`src/rtl/wishbone_arbiter_pkg.sv`:
```
// Shared constants, bus widths and FSM state encoding for the
// Wishbone arbiter (IF/MEM requesters onto one Wishbone master).
package wishbone_arbiter_pkg;

  localparam int          REG_BUS    = 32;
  localparam logic [31:0] ZERO_WORD  = 32'h0000_0000;
  localparam logic [3:0]  WB_SEL_ALL = 4'b1111;
  localparam logic        STOP       = 1'b1;
  localparam logic        NO_STOP    = 1'b0;

  typedef enum logic [2:0] {
    IDLE       = 3'd0,
    IF_RD      = 3'd1,
    MEM_RD     = 3'd2,
    MEM_RMW_RD = 3'd3,
    MEM_WR     = 3'd4
  } arb_state_e;

endpackage

```
`src/rtl/wb_byte_merge.sv`:
```
// Combinational byte merge: byte lanes with sel_i=1 take new_i,
// others keep old_i. Ports: sel_i, old_i, new_i -> merged_o.
module wb_byte_merge
  import wishbone_arbiter_pkg::*;
(
  input  logic [3:0]         sel_i,
  input  logic [REG_BUS-1:0] old_i,
  input  logic [REG_BUS-1:0] new_i,
  output logic [REG_BUS-1:0] merged_o
);

  always_comb begin
    merged_o = old_i;
    for (int b = 0; b < 4; b++) begin
      if (sel_i[b]) merged_o[8*b +: 8] = new_i[8*b +: 8];
    end
  end

endmodule

```
`src/rtl/wishbone_arbiter.sv`:
```
// Arbitrates IF fetches and MEM loads/stores onto one registered
// Wishbone master; sub-word stores run as read-merge-write.
// Ports: clk, rst (sync, active-high), flush_i; IF req/addr ->
// data/ready/stall; MEM req/we/sel/addr/data -> data/ready/stall;
// wb_* master outputs, wb_data_i/wb_ack_i; bus_err_o.
// Optional BUS_TIMEOUT_EN: abort after TIMEOUT_CYCLES without ack.
module wishbone_arbiter
  import wishbone_arbiter_pkg::*;
#(
  parameter int TIMEOUT_CYCLES = 255
) (
  input  logic               clk,
  input  logic               rst,
  input  logic               flush_i,
  input  logic               if_req_i,
  input  logic [REG_BUS-1:0] if_addr_i,
  output logic [REG_BUS-1:0] if_data_o,
  output logic               if_ready_o,
  output logic               stall_req_if,
  input  logic               mem_req_i,
  input  logic               mem_we_i,
  input  logic [3:0]         mem_sel_i,
  input  logic [REG_BUS-1:0] mem_addr_i,
  input  logic [REG_BUS-1:0] mem_data_i,
  output logic [REG_BUS-1:0] mem_data_o,
  output logic               mem_ready_o,
  output logic               stall_req_mem,
  output logic               wb_cyc_o,
  output logic               wb_stb_o,
  output logic               wb_we_o,
  output logic [3:0]         wb_sel_o,
  output logic [REG_BUS-1:0] wb_addr_o,
  output logic [REG_BUS-1:0] wb_data_o,
  input  logic [REG_BUS-1:0] wb_data_i,
  input  logic               wb_ack_i,
  output logic               bus_err_o
);

  arb_state_e         state_q, state_d;
  logic               cyc_q, cyc_d;
  logic               stb_q, stb_d;
  logic               we_q, we_d;
  logic [3:0]         sel_q, sel_d;
  logic [3:0]         msel_q, msel_d;
  logic [REG_BUS-1:0] addr_q, addr_d;
  logic [REG_BUS-1:0] wdata_q, wdata_d;
  logic [REG_BUS-1:0] if_data_q, if_data_d;
  logic [REG_BUS-1:0] mem_data_q, mem_data_d;
  logic               if_ready_q, if_ready_d;
  logic               mem_ready_q, mem_ready_d;
  logic               flush_q, flush_d;
  logic [REG_BUS-1:0] merged;
  logic               ack;

`ifdef BUS_TIMEOUT_EN
  localparam int CNT_W =
    ($clog2(TIMEOUT_CYCLES + 1) > 8) ?
    $clog2(TIMEOUT_CYCLES + 1) : 8;
  logic [CNT_W-1:0] cnt_q, cnt_d;
  logic             bus_err_q, bus_err_d;
  assign bus_err_o = bus_err_q;
`else
  logic unused_timeout_cycles;
  assign unused_timeout_cycles = ^TIMEOUT_CYCLES;
  assign bus_err_o = 1'b0;
`endif

  // Acks are only meaningful while a strobe is out.
  assign ack = wb_ack_i & stb_q;

  wb_byte_merge u_merge (
    .sel_i   (msel_q),
    .old_i   (wb_data_i),
    .new_i   (wdata_q),
    .merged_o(merged)
  );

  always_comb begin
    state_d     = state_q;
    cyc_d       = cyc_q;
    stb_d       = stb_q;
    we_d        = we_q;
    sel_d       = sel_q;
    msel_d      = msel_q;
    addr_d      = addr_q;
    wdata_d     = wdata_q;
    if_data_d   = if_data_q;
    mem_data_d  = mem_data_q;
    if_ready_d  = 1'b0;
    mem_ready_d = 1'b0;
    flush_d     = flush_q;
`ifdef BUS_TIMEOUT_EN
    cnt_d       = cnt_q;
    bus_err_d   = 1'b0;
`endif
    unique case (state_q)
      IDLE: begin
        // A ready pulse blocks re-acceptance of the same request.
        if (mem_req_i && !mem_ready_q) begin
          addr_d  = mem_addr_i;
          wdata_d = mem_data_i;
          msel_d  = mem_sel_i;
          cyc_d   = 1'b1;
          stb_d   = 1'b1;
          if (!mem_we_i) begin
            state_d = MEM_RD;
            sel_d   = mem_sel_i;
            we_d    = 1'b0;
          end else if (mem_sel_i == WB_SEL_ALL) begin
            state_d = MEM_WR;
            sel_d   = WB_SEL_ALL;
            we_d    = 1'b1;
          end else begin
            state_d = MEM_RMW_RD;
            sel_d   = WB_SEL_ALL;
            we_d    = 1'b0;
          end
        end else if (if_req_i && !if_ready_q && !flush_i) begin
          state_d = IF_RD;
          addr_d  = if_addr_i;
          sel_d   = WB_SEL_ALL;
          we_d    = 1'b0;
          cyc_d   = 1'b1;
          stb_d   = 1'b1;
          flush_d = 1'b0;
        end
      end
      IF_RD: begin
        flush_d = flush_q | flush_i;
        if (ack) begin
          state_d = IDLE;
          cyc_d   = 1'b0;
          stb_d   = 1'b0;
          if (!(flush_q | flush_i)) begin
            if_ready_d = 1'b1;
            if_data_d  = wb_data_i;
          end
        end
      end
      MEM_RD: begin
        if (ack) begin
          state_d     = IDLE;
          cyc_d       = 1'b0;
          stb_d       = 1'b0;
          mem_ready_d = 1'b1;
          mem_data_d  = wb_data_i;
        end
      end
      MEM_RMW_RD: begin
        // Bus idles one cycle before the merged write goes out.
        if (ack) begin
          state_d = MEM_WR;
          cyc_d   = 1'b0;
          stb_d   = 1'b0;
          we_d    = 1'b1;
          sel_d   = WB_SEL_ALL;
          wdata_d = merged;
        end
      end
      MEM_WR: begin
        if (!cyc_q) begin
          cyc_d = 1'b1;
          stb_d = 1'b1;
        end else if (ack) begin
          state_d     = IDLE;
          cyc_d       = 1'b0;
          stb_d       = 1'b0;
          mem_ready_d = 1'b1;
        end
      end
      default: begin
        state_d = IDLE;
        cyc_d   = 1'b0;
        stb_d   = 1'b0;
      end
    endcase
`ifdef BUS_TIMEOUT_EN
    if (state_q == IDLE) begin
      cnt_d = '0;
    end else if (!ack) begin
      if (cnt_q == CNT_W'(TIMEOUT_CYCLES - 1)) begin
        state_d   = IDLE;
        cyc_d     = 1'b0;
        stb_d     = 1'b0;
        bus_err_d = 1'b1;
        cnt_d     = '0;
        if (state_q == IF_RD) begin
          if_ready_d = !(flush_q | flush_i);
          if_data_d  = (flush_q | flush_i) ?
                       if_data_q : ZERO_WORD;
        end else begin
          mem_ready_d = 1'b1;
          mem_data_d  = ZERO_WORD;
        end
      end else begin
        cnt_d = cnt_q + 1'b1;
      end
    end
`endif
  end

  always_ff @(posedge clk) begin
    if (rst) begin
      state_q     <= IDLE;
      cyc_q       <= 1'b0;
      stb_q       <= 1'b0;
      we_q        <= 1'b0;
      sel_q       <= 4'b0000;
      msel_q      <= 4'b0000;
      addr_q      <= ZERO_WORD;
      wdata_q     <= ZERO_WORD;
      if_data_q   <= ZERO_WORD;
      mem_data_q  <= ZERO_WORD;
      if_ready_q  <= 1'b0;
      mem_ready_q <= 1'b0;
      flush_q     <= 1'b0;
`ifdef BUS_TIMEOUT_EN
      cnt_q       <= '0;
      bus_err_q   <= 1'b0;
`endif
    end else begin
      state_q     <= state_d;
      cyc_q       <= cyc_d;
      stb_q       <= stb_d;
      we_q        <= we_d;
      sel_q       <= sel_d;
      msel_q      <= msel_d;
      addr_q      <= addr_d;
      wdata_q     <= wdata_d;
      if_data_q   <= if_data_d;
      mem_data_q  <= mem_data_d;
      if_ready_q  <= if_ready_d;
      mem_ready_q <= mem_ready_d;
      flush_q     <= flush_d;
`ifdef BUS_TIMEOUT_EN
      cnt_q       <= cnt_d;
      bus_err_q   <= bus_err_d;
`endif
    end
  end

  assign wb_cyc_o    = cyc_q;
  assign wb_stb_o    = stb_q;
  assign wb_we_o     = we_q;
  assign wb_sel_o    = sel_q;
  assign wb_addr_o   = addr_q;
  assign wb_data_o   = wdata_q;
  assign if_data_o   = if_data_q;
  assign mem_data_o  = mem_data_q;
  assign if_ready_o  = if_ready_q;
  assign mem_ready_o = mem_ready_q;

  assign stall_req_mem = (mem_req_i & ~mem_ready_q) ? STOP : NO_STOP;
  assign stall_req_if  = (if_req_i & ~if_ready_q) ? STOP : NO_STOP;

endmodule

```
`config.mk`:
```
export PLATFORM = sky130hd
export DESIGN_NAME = wishbone_arbiter
export DESIGN_NICKNAME = d
export VERILOG_FILES = /design/src/rtl/wishbone_arbiter_pkg.sv /design/src/rtl/wb_byte_merge.sv /design/src/rtl/wishbone_arbiter.sv
export SDC_FILE = /design/constraint.sdc
export NUM_CORES = 1
export LEC_CHECK = 0
export CAP_MARGIN = 40
export CORE_AREA = 2 2 108 110
export DETAILED_ROUTE_END_ITERATION = 8
export DIE_AREA = 0 0 110 112
export DONT_BUFFER_PORTS = 1
export GPL_TIMING_DRIVEN = 0
export HOLD_SLACK_MARGIN = 0.03
export PLACE_DENSITY = 0.64
export REMOVE_ABC_BUFFERS = 1
export SLEW_MARGIN = 5
export SYNTH_ARGS = -nofsm -noshare
export SYNTH_HDL_FRONTEND = slang
export SYNTH_SLANG_ARGS = --single-unit
```
`constraint.sdc`:
```
create_clock -name clk -period 4.1 [get_ports clk]
set_clock_uncertainty 0.1 [all_clocks]
set_input_delay 0.615 -clock clk [delete_from_list [all_inputs] [get_ports clk]]
set_output_delay 0.615 -clock clk [all_outputs]
set_load 0.03 [all_outputs]
```
==> flow_summary.ini, run 1 <==
[outcome]
status = finished clean

[drt]
routedWlPerCell_um = 19.7
viasPerCell = 5.95
drtPass1Iterations = 5
drt_iter0_markers = 338
antenna_left = 0
vias = 5123
drc = 0
totalWireLength_mm = 16.9

[grt]
overflow = 0
grt_usage_pct = 27.3
grt_pass1_wl_mm = 25.8
grt_pass1_vias = 4956
antenna_found_initial = 0
grt_max_degree = 142

[die]
core_mm2 = 0.0112
initial_core_util_pct = 52.3
dieArea_mm2 = 0.0123
fp.dieH_um = 112
rows = 39
dieWidth_um = 110
io_pins = 279

[sta]
rsz0062_at_grt = no
max_slew.worst_pin.slew_ns = 0.919
slew_headroom_pct = 38.6
hold_viol = 0
period_minus_slack_ns = 3.17
layout_setup_ws_ns = 0.933
period_share_pct = 77.2
fmax_mhz = 316
slew_violations = 0
setup_viol = 0
final.setup.tns_ns = 0

[cts]
clkSinkCount = 145
cts_root_buffer = clkbuf_16
cts_buffer_depth = 2
path_clk_slew_ns = 0.06
cts_setup_buffers = 0
tritoncts = built
cts-htree-levels = 4
clock_latency_ns = 0.42
cts_made_buffers = 17
cts_resized = 0
cts_hold_buffers = 0

[layout]
nets = 844
fill_cells = 1044
drive_above_1_share_pct = 6.55
antenna_cells = 0
fin_area_mm2 = 0.00648
area_delta_synth_final_pct = 10.9
final_util_pct = 58.0

[worst_setup_path]
end_kind = register
cp.depth = 6
critPathArrivalTime_ns = 3.38
crit_slowest_cell = inv_2
r2r_slack_ns = 0.93
regToRegStartpoint = mem_ready_o$_SDFF_PP0_
cpPeakStageDelay_ns = 0.79
r2r_end = wb_addr_o[15]$_SDFFE_PP0P_
rr_worst_depth = 6
path_buf_inv = 2
crit_path_end = wb_addr_o[15]$_SDFFE_PP0P_
path_cells = nand2b_1 -> inv_2 -> o21a_2 -> buf_12 -> nor2_1 -> a311oi_1
crit_type = register to register
startpoint = mem_ready_o$_SDFF_PP0_
cp-start-kind = register
critPathRequiredTime_ns = 4.31
crit_family = buffers and inverters
cp_max_fo = 44

[power]
leakagePower_nw = 2.26
ir_drop_mv = 0.530
p_total_mw = 5.19
pwr_density_cell_mw_per_mm2 = 801

[placed_design]
dp_hpwl_mm = 11.6
gp_congestion = 0.824
io_buffers = 0
place_area_mm2 = 0.00590
pre_cts_slack_ns = 0.918

[logic_synthesis]
avgSynthCellArea_um2 = 7.90
synth_edf_count = 0
yosysSeqAreaShare_pct = 49.7
synth_cells = 740
synth_top_flop_cell = dfxtp_1
async_flop_share_pct = 0
synth_seq_cells = 145
ys_warn_count = 0
ys_types = 43
syn_area_mm2 = 0.00584

[min_path]
min_path_type = input port to register

[run]
max-cap-violations = 0
-- layer usage --
metal  part of all wire (%)  vias to the layer above  track usage, %
met5                      0                        -               0
met4                    2.6                        0            11.0
met3                     12                       34            13.3
met2                     47                      240            42.7
met1                     38                     2382            31.8
li1                       -                     2467               -
-- area by class of cell --
| cell class | count | area [µm²] | area share (%) |
|---|---|---|---|
| clock inverter | 9 | 106 | 1.64 |
| timing repair buffer | 9 | 149 | 2.30 |
| clock buffer | 23 | 478 | 7.38 |
| sequential | 145 | 2900 | 44.8 |
| tap | 143 | 179 | 2.76 |
| inverter | 4 | 15.0 | 0.232 |
| multi-input combinational | 528 | 2650 | 40.9 |
-- cell usage in the layout (no fill, tap or decap), drive strengths merged, types with 2 or more instances in the layout --
cell      count
nor2         37
and2          4
or3           2
a21oi       103
dfxtp       145
nor2b         2
nor3          2
a31oi         2
nor4          3
clkinvlp      3
buf           9
o21ai         4
bufinv        2
a311oi       65
o221a         4
nor3b         3
nand2       277
clkbuf       23
inv           4
nand3         2
clkinv        4
-- flip-flops by register name (all words and copies together) (netlist names) --
register	cells
if_data_o	32
mem_data_o	32
wb_addr_o	32
wb_data_o	32
msel_q	4
wb_sel_o	4
state_q	3
flush_q	1
if_ready_o	1
mem_ready_o	1
wb_cyc_o	1
wb_stb_o	1
wb_we_o	1
-- cells in the mapped netlist (all sizes together) (2+ instances only) --
master / n / area share (%)
dfxtp: 145 / 50
and2: 4 / 0.43
inv: 4 / 0.26
o21ai: 4 / 0.34
o221a: 4 / 0.77
nor4: 3 / 0.43
nor3: 2 / 0.26
nand3: 2 / 0.17
or3: 2 / 0.21
nor2: 37 / 2.4
clkbuf: 35 / 2.2
a31oi: 2 / 0.21
a21oi: 103 / 8.8
nor2b: 2 / 0.21
nor3b: 3 / 0.39
buf: 28 / 2.9
nand2: 277 / 18
a311oi: 65 / 9.7
-- stage by stage --
step / instances / hold WS, ns
after floorplan: 677 / 0.331
after global placement: 820 / 0.340
after detailed placement: 829 / 0.352
after CTS: 861 / 0.154
after global routing: 861 / 0.147
final: 861 / 0.159
-- worst register-to-register path: cells and delay by family (launching register included) --
family	cells	cell delay, ns
flip-flops	1	0.40
AND/OR/NAND/NOR	2	0.67
buffers and inverters	2	1.05
AO/OA/AOI/OAI	2	0.83
-- cells by family after synthesis --
| family | count (synthesis) | synth area share (%) |
|---|---|---|
| other | 1 | 0.0642 |
| buffers and inverters | 67 | 5.44 |
| flip-flops | 145 | 49.7 |
| multiplexers | 1 | 0.193 |
| AO/OA/AOI/OAI | 185 | 21.0 |
| AND/OR/NAND/NOR | 341 | 23.7 |
-- how the worst min path moves through the flow --
| stage | slack, ns | cells past startpoint | endpoint | from |
|---|---|---|---|---|
| 2_1_floorplan | 0.33 | 2 | msel_q[0]$_SDFFE_PP0P_ | msel_q[0]$_SDFFE_PP0P_ |
| 3_3_place_gp | 0.34 | 2 | msel_q[1]$_SDFFE_PP0P_ | msel_q[1]$_SDFFE_PP0P_ |
| 3_5_place_dp | 0.35 | 2 | msel_q[2]$_SDFFE_PP0P_ | msel_q[2]$_SDFFE_PP0P_ |
| 4_1_cts | 0.15 | 1 | if_data_o[10]$_SDFFE_PP0P_ | rst |
| 5_1_grt | 0.15 | 1 | if_data_o[24]$_SDFFE_PP0P_ | rst |
| 6_report | 0.16 | 1 | if_data_o[10]$_SDFFE_PP0P_ | rst |
-- report_power, final --
group	internal [mW]	switching [mW]	leakage (nW)	total, mW
sequential	1.74	0.893	1.19	2.63
combinational	0.423	0.614	0.800	1.04
clock	0.941	0.580	0.279	1.52
total	3.10	2.09	2.26	5.19
No activity file was read; power rests on OpenSTA's default activity.
==> inputs of run 2 (changes only) <==
PLACE_DENSITY = 0.66   (was 0.64)
clock period = 2.7 ns   (was 4.1 ns; I/O delays follow)
==> run 2 against run 1 <==
Compared with the run above:
- the run now ends with negative hold slack left
- non-clock buffer count increased by 17
- combinational power increased by 63%
- routed wire length increased by 2.8%
- die area unchanged
- via count increased by 3.1%
- final cell count increased by 2.1%
- global-route usage about the same
- cell area increased by 3.9%
==> flow_summary.ini, run 2 (synthesis gave the netlist of run 1 again) <==
[outcome]
status = finished with violations
violations = negative hold slack

[power]
leakagePower_nw = 2.40
p_clk_share_pct = 29.7
seqPwrFrac_pct = 49.5
ir_drop_mv = 0.680
p_comb_share_pct = 20.8
p_total_mw = 8.11
intPower_mw = 4.91
p_sw_share_pct = 39.5
pwr_density_cell_mw_per_mm2 = 1210
p_sw_mw = 3.20

[layout]
fin_area_mm2 = 0.00673
nets = 862
mostFrequentLayoutCells = nand2_1 (277), dfxtp_1 (143), a21oi_1 (103), a311oi_1 (65), nor2_1 (37)
layout_commonest_cell = nand2_1
final_util_pct = 60.2
antenna_cells = 0
area_delta_synth_final_pct = 15.2
drive_above_1_share_pct = 7.34
final_cells = 879

[min_path]
min_from = rst
min_path_type = input port to register
whs_path_depth = 1
min_to = wb_addr_o[30]$_SDFFE_PP0P_

[drt]
drtPass1Iterations = 6
met2RoutedLength_mm = 8.58
wl_met1_mm = 6.67
vias = 5281
antenna_left = 0
drc = 0
drt_iter0_markers = 521
dr_wl_met3_mm = 1.82
viasPerCell = 6.01
top_layer_used = met4
routedWlPerCell_um = 19.8
totalWireLength_mm = 17.4

[die]
dieArea_mm2 = 0.0123
io_pins = 279
dieWidth_um = 110
fp.dieH_um = 112
rows = 39
core_mm2 = 0.0112
initial_core_util_pct = 52.3

[run]
max-cap-violations = 0

[grt]
overflow = 0
antenna_found_initial = 0
grt_max_degree = 142
grt_pass1_vias = 5019
grt_usage_pct = 27.3
grt_pass1_wl_mm = 26.1

[cts]
clock_latency_ns = 0.41
cts-htree-levels = 4
cts_buffer_depth = 2
path_clk_slew_ns = 0.06
clkSinkCount = 145
cts_made_buffers = 17
cts_root_buffer = clkbuf_16
tritoncts = built

[worst_setup_path]
cp_max_fo = 20
end_kind = register
cp-start-kind = register
critPathRequiredTime_ns = 2.90
r2r_end = if_data_o[16]$_SDFFE_PP0P_
rr_worst_depth = 5
critPathArrivalTime_ns = 2.74
crit_type = register to register
r2r_slack_ns = 0.15
regToRegStartpoint = state_q[2]$_SDFFE_PP0P_

[sta]
period_share_pct = 94.3
slew_headroom_pct = 48.6
setup_viol = 0
hold_viol = 22
final.setup.tns_ns = 0
rsz0062_at_grt = no
slew_violations = 0
period_minus_slack_ns = 2.55
timing.hold.ws_ns = -0.0293
max_slew.worst_pin.slew_ns = 0.771
fmax_mhz = 393
layout_setup_ws_ns = 0.154

[placed_design]
place_area_mm2 = 0.00594
io_buffers = 0
dp_hpwl_mm = 11.9
gp_congestion = 0.816
dp.cells = 831
pre_cts_slack_ns = -0.370
[run 2: cell count changes in the layout (fill, tap and decap cells not counted), sizes merged]
| cell | change |
|---|---|
| dlygate4sd3 | +14 |
| clkinvlp | -1 |
| buf | +3 |
| bufinv | +1 |
| and3b | +1 |
[run 2: routing by layer]
| layer | global-route usage [%] | up-vias |
|---|---|---|
| met3 | 11.1 | 26 |
| met2 | 43.6 | 261 |
| li1 | - | 2512 |
| met4 | 9.79 | 0 |
| met1 | 32.9 | 2482 |
| met5 | 0 | - |
[run 2: critical path, stage by stage (launching register included)]
cell     delay (ns)
dfxtp_1        0.51
or3b_1         0.51
or4_1          0.85
buf_16         0.30
nand2_1        0.07
a21oi_1        0.07
[run 2: cell type report]
type | count | area [µm²]
Multi-Input combinational cell | 529 | 2670
Clock buffer | 23 | 488
Timing Repair Buffer | 26 | 337
Fill cell | 1001 | 4440
Clock inverter | 9 | 129
Tap cell | 143 | 179
Inverter | 4 | 20.0
Sequential cell | 145 | 2910
[run 2: worst max-delay path by stage]
stage	start	end	slack, ns	cells after the start
floorplan	mem_ready_o$_SDFF_PP0_	wb_addr_o[0]$_SDFFE_PP0P_	-0.67	5
global placement	mem_ready_o$_SDFF_PP0_	wb_addr_o[9]$_SDFFE_PP0P_	-1.58	5
detailed placement	mem_ready_o$_SDFF_PP0_	wb_addr_o[25]$_SDFFE_PP0P_	-0.37	6
CTS	wb_stb_o$_SDFFE_PP0P_	mem_data_o[17]$_SDFFE_PP0P_	0.06	5
global route	wb_stb_o$_SDFFE_PP0P_	wb_data_o[15]$_SDFFE_PP0P_	0.05	5
finish	state_q[2]$_SDFFE_PP0P_	if_data_o[16]$_SDFFE_PP0P_	0.15	5
[run 2: power by group through the flow]
stage	clock [mW]	combinational, mW	sequential, mW
2_1_floorplan	0	1.19	3.86
3_5_place_dp	0	1.62	4.03
6_report	2.41	1.69	4.01
4_1_cts	2.44	1.68	3.99
3_3_place_gp	0	1.45	4.01
5_1_grt	2.54	1.88	4.06
[run 2: timing repair]
action | in CTS | in global routing
gates resized for setup | 4 | 4
cloned | 0 | 1
setup endpoints to repair | 59 | 35
setup buffers | 1 | 0
pin swaps | 1 | 1
hold buffers | 9 | 5
hold endpoints to repair | 139 | 128
